File: config.mk
export PLATFORM = sky130hd
export DESIGN_NAME = multicycle_controller
export DESIGN_NICKNAME = d
export VERILOG_FILES = /design/src/rtl/multicycle_controller.sv
export SDC_FILE = /design/constraint.sdc
export NUM_CORES = 1
export LEC_CHECK = 0
export CAP_MARGIN = 0
export CORE_MARGIN = 2
export CORE_UTILIZATION = 38
export CTS_CLUSTER_DIAMETER = 40
export DETAILED_ROUTE_END_ITERATION = 12
export GPL_ROUTABILITY_DRIVEN = 1
export HOLD_SLACK_MARGIN = 0.12
export PLACE_DENSITY = 0.87
export SYNTH_ARGS = -nofsm -noshare
export SYNTH_HDL_FRONTEND = slang
export SYNTH_SLANG_ARGS = --single-unit
export TNS_END_PERCENT = 50
File: constraint.sdc
create_clock -name clk -period 4.16 [get_ports clk]
set_input_delay 0.624 -clock clk [delete_from_list [all_inputs] [get_ports clk]]
set_output_delay 0.624 -clock clk [all_outputs]
set_load 0.1 [all_outputs]
File: src/rtl/multicycle_controller.sv
// multicycle_controller: main control FSM plus ALU and immediate decoders for
// the multicycle RV32I-subset core. The FSM holds only the state register;
// all outputs are decoded combinationally from the current state (Moore),
// except PCWrite, which also depends on the live ALU zero flag for branches.
//
// Optional build macro BNE_EN: when defined, the BEQ state also resolves bne
// (funct3[0]=1 inverts the branch condition). When undefined, funct3 is
// ignored in BEQ and every conditional branch behaves as beq.
//
// Interface: no valid/ready handshakes. The datapath presents op/funct3/
// funct7b5 from the IR (stable from DECODE onward) and zero from the ALU in
// the same cycle; the controller answers with selects/enables in that cycle.
module multicycle_controller #(
  parameter int STATE_W = 4
) (
  input  logic               clk,
  input  logic               reset,
  input  logic [6:0]         op,
  input  logic [2:0]         funct3,
  input  logic               funct7b5,
  input  logic               zero,
  output logic               PCWrite,
  output logic               AdrSrc,
  output logic               MemWrite,
  output logic               IRWrite,
  output logic [1:0]         ResultSrc,
  output logic [1:0]         ALUSrcA,
  output logic [1:0]         ALUSrcB,
  output logic [2:0]         ALUControl,
  output logic [1:0]         ImmSrc,
  output logic               RegWrite,
  output logic [STATE_W-1:0] state
);

  // State encodings are fixed so external checkers can decode `state`.
  localparam logic [3:0] FETCH    = 4'd0;
  localparam logic [3:0] DECODE   = 4'd1;
  localparam logic [3:0] MEMADR   = 4'd2;
  localparam logic [3:0] MEMREAD  = 4'd3;
  localparam logic [3:0] MEMWB    = 4'd4;
  localparam logic [3:0] MEMWRITE = 4'd5;
  localparam logic [3:0] EXECR    = 4'd6;
  localparam logic [3:0] ALUWB    = 4'd7;
  localparam logic [3:0] EXECI    = 4'd8;
  localparam logic [3:0] JAL      = 4'd9;
  localparam logic [3:0] BEQ      = 4'd10;

  localparam logic [6:0] OP_LOAD  = 7'b0000011;
  localparam logic [6:0] OP_STORE = 7'b0100011;
  localparam logic [6:0] OP_RTYPE = 7'b0110011;
  localparam logic [6:0] OP_ITYPE = 7'b0010011;
  localparam logic [6:0] OP_JAL   = 7'b1101111;
  localparam logic [6:0] OP_BRAN  = 7'b1100011;

  logic [3:0] curState;
  logic [3:0] nextState;
  logic       pcUpdate;
  logic       branch;
  logic       irWriteRaw;
  logic       memWriteRaw;
  logic       regWriteRaw;
  logic [1:0] aluOp;
  logic       branchCond;

  // State register; reset forces FETCH immediately, without waiting for clk.
  always_ff @(posedge clk or negedge reset) begin
    if (!reset) curState <= FETCH;
    else        curState <= nextState;
  end

  // Next-state decode; unknown opcodes and unused encodings return to FETCH.
  always_comb begin
    nextState = FETCH;
    case (curState)
      FETCH:  nextState = DECODE;
      DECODE: begin
        case (op)
          OP_LOAD, OP_STORE: nextState = MEMADR;
          OP_RTYPE:          nextState = EXECR;
          OP_ITYPE:          nextState = EXECI;
          OP_JAL:            nextState = JAL;
          OP_BRAN:           nextState = BEQ;
          default:           nextState = FETCH;
        endcase
      end
      MEMADR:   nextState = (op == OP_LOAD) ? MEMREAD : MEMWRITE;
      MEMREAD:  nextState = MEMWB;
      MEMWB:    nextState = FETCH;
      MEMWRITE: nextState = FETCH;
      EXECR:    nextState = ALUWB;
      EXECI:    nextState = ALUWB;
      ALUWB:    nextState = FETCH;
      JAL:      nextState = ALUWB;
      BEQ:      nextState = FETCH;
      default:  nextState = FETCH;
    endcase
  end

  // Moore output decode; selects default to 00 and enables to 0.
  always_comb begin
    AdrSrc      = 1'b0;
    ResultSrc   = 2'b00;
    ALUSrcA     = 2'b00;
    ALUSrcB     = 2'b00;
    aluOp       = 2'b00;
    pcUpdate    = 1'b0;
    branch      = 1'b0;
    irWriteRaw  = 1'b0;
    memWriteRaw = 1'b0;
    regWriteRaw = 1'b0;
    case (curState)
      FETCH: begin
        irWriteRaw = 1'b1;
        ALUSrcB    = 2'b10;
        ResultSrc  = 2'b10;
        pcUpdate   = 1'b1;
      end
      DECODE: begin
        ALUSrcA = 2'b01;
        ALUSrcB = 2'b01;
      end
      MEMADR: begin
        ALUSrcA = 2'b10;
        ALUSrcB = 2'b01;
      end
      MEMREAD: begin
        AdrSrc = 1'b1;
      end
      MEMWB: begin
        ResultSrc   = 2'b01;
        regWriteRaw = 1'b1;
      end
      MEMWRITE: begin
        AdrSrc      = 1'b1;
        memWriteRaw = 1'b1;
      end
      EXECR: begin
        ALUSrcA = 2'b10;
        aluOp   = 2'b10;
      end
      EXECI: begin
        ALUSrcA = 2'b10;
        ALUSrcB = 2'b01;
        aluOp   = 2'b10;
      end
      ALUWB: begin
        regWriteRaw = 1'b1;
      end
      JAL: begin
        ALUSrcA  = 2'b01;
        ALUSrcB  = 2'b10;
        pcUpdate = 1'b1;
      end
      BEQ: begin
        ALUSrcA = 2'b10;
        aluOp   = 2'b01;
        branch  = 1'b1;
      end
      default: begin
        AdrSrc = 1'b0;
      end
    endcase
  end

  // Branch condition: zero for beq; bne inverts it when BNE_EN is built in.
`ifdef BNE_EN
  assign branchCond = funct3[0] ? ~zero : zero;
`else
  assign branchCond = zero;
`endif

  // Enables are held low while reset is asserted so an abandoned instruction
  // cannot commit anything in the cycle reset arrives.
  assign PCWrite  = reset & (pcUpdate | (branch & branchCond));
  assign IRWrite  = reset & irWriteRaw;
  assign MemWrite = reset & memWriteRaw;
  assign RegWrite = reset & regWriteRaw;

  // ALU decoder: subtract for R-type with funct7b5; I-type never subtracts.
  always_comb begin
    ALUControl = 3'b000;
    case (aluOp)
      2'b00: ALUControl = 3'b000;
      2'b01: ALUControl = 3'b001;
      2'b10: begin
        case (funct3)
          3'b000:  ALUControl = (op[5] & funct7b5) ? 3'b001 : 3'b000;
          3'b010:  ALUControl = 3'b101;
          3'b110:  ALUControl = 3'b011;
          3'b111:  ALUControl = 3'b010;
          default: ALUControl = 3'b000;
        endcase
      end
      default: ALUControl = 3'b000;
    endcase
  end

  // Immediate format from opcode alone, independent of state.
  always_comb begin
    ImmSrc = 2'b00;
    case (op)
      OP_LOAD, OP_ITYPE: ImmSrc = 2'b00;
      OP_STORE:          ImmSrc = 2'b01;
      OP_BRAN:           ImmSrc = 2'b10;
      OP_JAL:            ImmSrc = 2'b11;
      default:           ImmSrc = 2'b00;
    endcase
  end

  // Debug view of the state, zero-extended to STATE_W.
  always_comb begin
    state      = '0;
    state[3:0] = curState;
  end

endmodule

==> results_dict.tcl <==
set metrics [dict create \
    grt.total_usage_pct 18.6 \
    crit_arrival_ns 2.47 \
    grt_setup_unrepaired "false" \
    post_layout_util_pct 66.8 \
    power.static_leakage_nw 0.393 \
    ys_dominant_reg_cell "dfrtp_1" \
    place.detailed.hpwl_um 1270 \
    grt_start_max_net_pins 16 \
    fin_total_pwr_mw 0.529 \
    timing.critical_path.required_ns 3.54 \
    clk_pin_slew_ns 0.04 \
    crit_path_top_delay_cell "clkdlybuf4s50_1" \
    die_h_um 41.7 \
    ant_diodes 0 \
    timing.critical_path.to_type "primary output" \
    crit_start "state[0]" \
    synth_enable_flop_cells 0 \
    synth_area_sq_um 539 \
    grt_first_pass_wirelength_um 2530 \
    fmax_ghz 0.323 \
    synth-seq-cells 4 \
    synth_cell_types 34 \
    post-synth-top-area-cell "dfrtp_1" \
    powerDensity_mw_per_mm2 602 \
    cts_root_buf "clkbuf_4" \
    timing.final.crit_share_pct 74.5 \
    finalWirelength_um 1560 \
    post_cts_buffers 0 \
    vias_in_the_first_global_route 579 \
    cell_count_after_synthesis 73 \
    synthesis.area_per_instance_sq_um 7.39 \
    rrSetupSlack_ns 2.83 \
    number_of_vias_after_detailed_routing 653 \
    critPathKind "flop to primary output" \
    dieArea_sq_mm 0.00174 \
    p_int_mw 0.173 \
    timing.final.crit_period_ns 3.10 \
    worst_pin_slew_ns 0.973 \
    seqPwrFrac_pct 13.6 \
    area.growth.synth_to_final_pct 63.1 \
    io_buffer_count 33 \
    timing.rr.end "state[1]" \
    post_route_cells_drive_above_1_share_pct 18.1 \
    route.detailed.wl_per_inst_um 13.0 \
    power.share.switching_pct 67.4 \
    netlist.area_leader.share_pct 18.6 \
    timing.final.hold_violations 0 \
    initial_core_util_pct 40.9 \
    top_level_i_o_count 34 \
    clock_tree.buffer_depth 2 \
    synth.net_count 89 \
    maxCapViolations 0 \
    die_w_um 41.7 \
    crit_cells 3 \
    largest_register_ff_count 4 \
    first_iter_violations 9 \
    share_clk_of_total_power_pct 8.8 \
    finish.net_count 123 \
    worstSetupEndpoint "AdrSrc" \
    place.gp.congestion 0.812 \
    drt_pre_antenna_iters 4 \
    clock-sinks 4 \
    sort_of_element_at_the_start_of_the_critical_path "flop" \
    max-slew-margin-rel_pct 34.9 \
    core_sq_mm 0.00132 \
    async_flop_share_pct 100 \
    worst-path-max-fanout 15 \
    postCtsResizedCells 0 \
    ff2ff_path_depth 3 \
    synth.top_cells.by_count "nor2_1, a21oi_1, nand2_1" \
    timing.critical_path.cells "nor2b_1 > and2_1 > clkdlybuf4s50_1" \
    cts_made_buffers 3 \
    power.share.combinational_pct 77.6 \
    setup_viol 0 \
    min_path_type "primary input to asynchronous set/reset pin" \
    fin_skew_ns 0.00506 \
    synth.yosys.warnings 0 \
    num_rows 13 \
    drc 0 \
    seq_area_frac_synth_pct 18.6 \
    route.antenna.remaining_nets 0 \
    r2r-start "state[3]" \
    synth_area_leaders "dfrtp_1, a21oi_1, nor2_1, xor2_1, ha_1" \
    slew_violations 0 \
    htree_num_levels 1 \
    viasPerCell 5.44 \
    outcome "finished clean" \
    worst_path_largest_cell_delay_ns 1.12 \
    post_cts_hold_fix_bufs 0 \
    global_route.overflow_total 0 \
    clock_insertion_delay_worst_skew_ns 0.23 \
    cts_tree "done" \
    p_switching_mw 0.357 \
    worst_ir_drop_vdd_v 0.000292 \
    synthMostInstantiatedCell "nor2_1" \
    crit_buf_inv 1 \
    timing.setup.tns_ns 0 \
    final-instance-count-excl-fill 120 \
    worst_path_dominant_cell_family "buffers and inverters" \
    placed_cells_incl_taps 117 \
    antenna_found_initial 0 \
]
layout make-up:
type	count	area, sq um
multi-input combinational	62	419
tap	15	18.8
fill	119	438
inverter	3	11.3
sequential	4	100
clock buffer	3	22.5
timing repair buffer	33	308
power by group through the flow:
stage | clock (mW) | combinational, mW | sequential, mW
after CTS | 0.0487 | 0.412 | 0.0710
after global placement | 0 | 0.406 | 0.0695
final | 0.0467 | 0.411 | 0.0718
after floorplan | 0 | 0.293 | 0.0983
after global routing | 0.0526 | 0.425 | 0.0731
after detailed placement | 0 | 0.413 | 0.0716
worst register-to-register path, stage by stage, from the launching register on:
cell and delay [ns]:
dfrtp_1 0.52, nand2b_1 0.25, or2_2 0.29, o211ai_1 0.17
cells by family after synthesis:
logic type,Yosys count,share of synthesized area [%]
buffers and inverters,7,5.80
adders and majority gates,2,4.64
DFF,4,18.6
AOI/OAI and AO/OA,18,21.8
xor gates and xnor gates,4,6.50
and+or+nand+nor,38,42.7
placed cells by master, fill, tap and decap left out, types with 2 or more instances in the layout:
master           synthesis  routed
ha_1                     2       2
nor2b_1                  3       3
nand2_1                  6       6
inv_1                    3       3
nand3_1                  3       3
dfrtp_1                  4       4
nor4_2                   1       2
xor2_1                   3       3
nand2b_1                 2       2
clkdlybuf4s50_1          0      24
a21oi_1                  6       6
buf_4                    0       9
nor2_1                   7       7
o21ai_0                  4       4
clkbuf_4                 0       3
and2_1                   3       3
per-layer routing:
layer / share of wire [%] / global-route usage (%)
met1: 42 / 19.7
met2: 52 / 34.4
met3: 5.2 / 4.78
met4: 0 / 7.74
met5: 0 / 0
worst min path at each step:
stage | to | slack, ns | startpoint | cells after the start
after floorplan | state[0] | 0.33 | reset | 0
after global placement | state[1] | 0.81 | state[3] | 2
after detailed placement | state[1] | 0.82 | state[3] | 2
after CTS | state[0] | 0.64 | reset | 1
after global routing | state[3] | 0.66 | reset | 1
final | state[3] | 0.64 | reset | 1
stage by stage:
step	instance area, sq um	hold slack (ns)	worst slack (ns)
finish	880	0.644	1.06
CTS	880	0.641	1.06
global route	880	0.657	0.967
detailed placement	857	0.816	1.31
global placement	857	0.805	1.38
floorplan	551	0.328	-0.659
(Power assumes the default switching activity.)
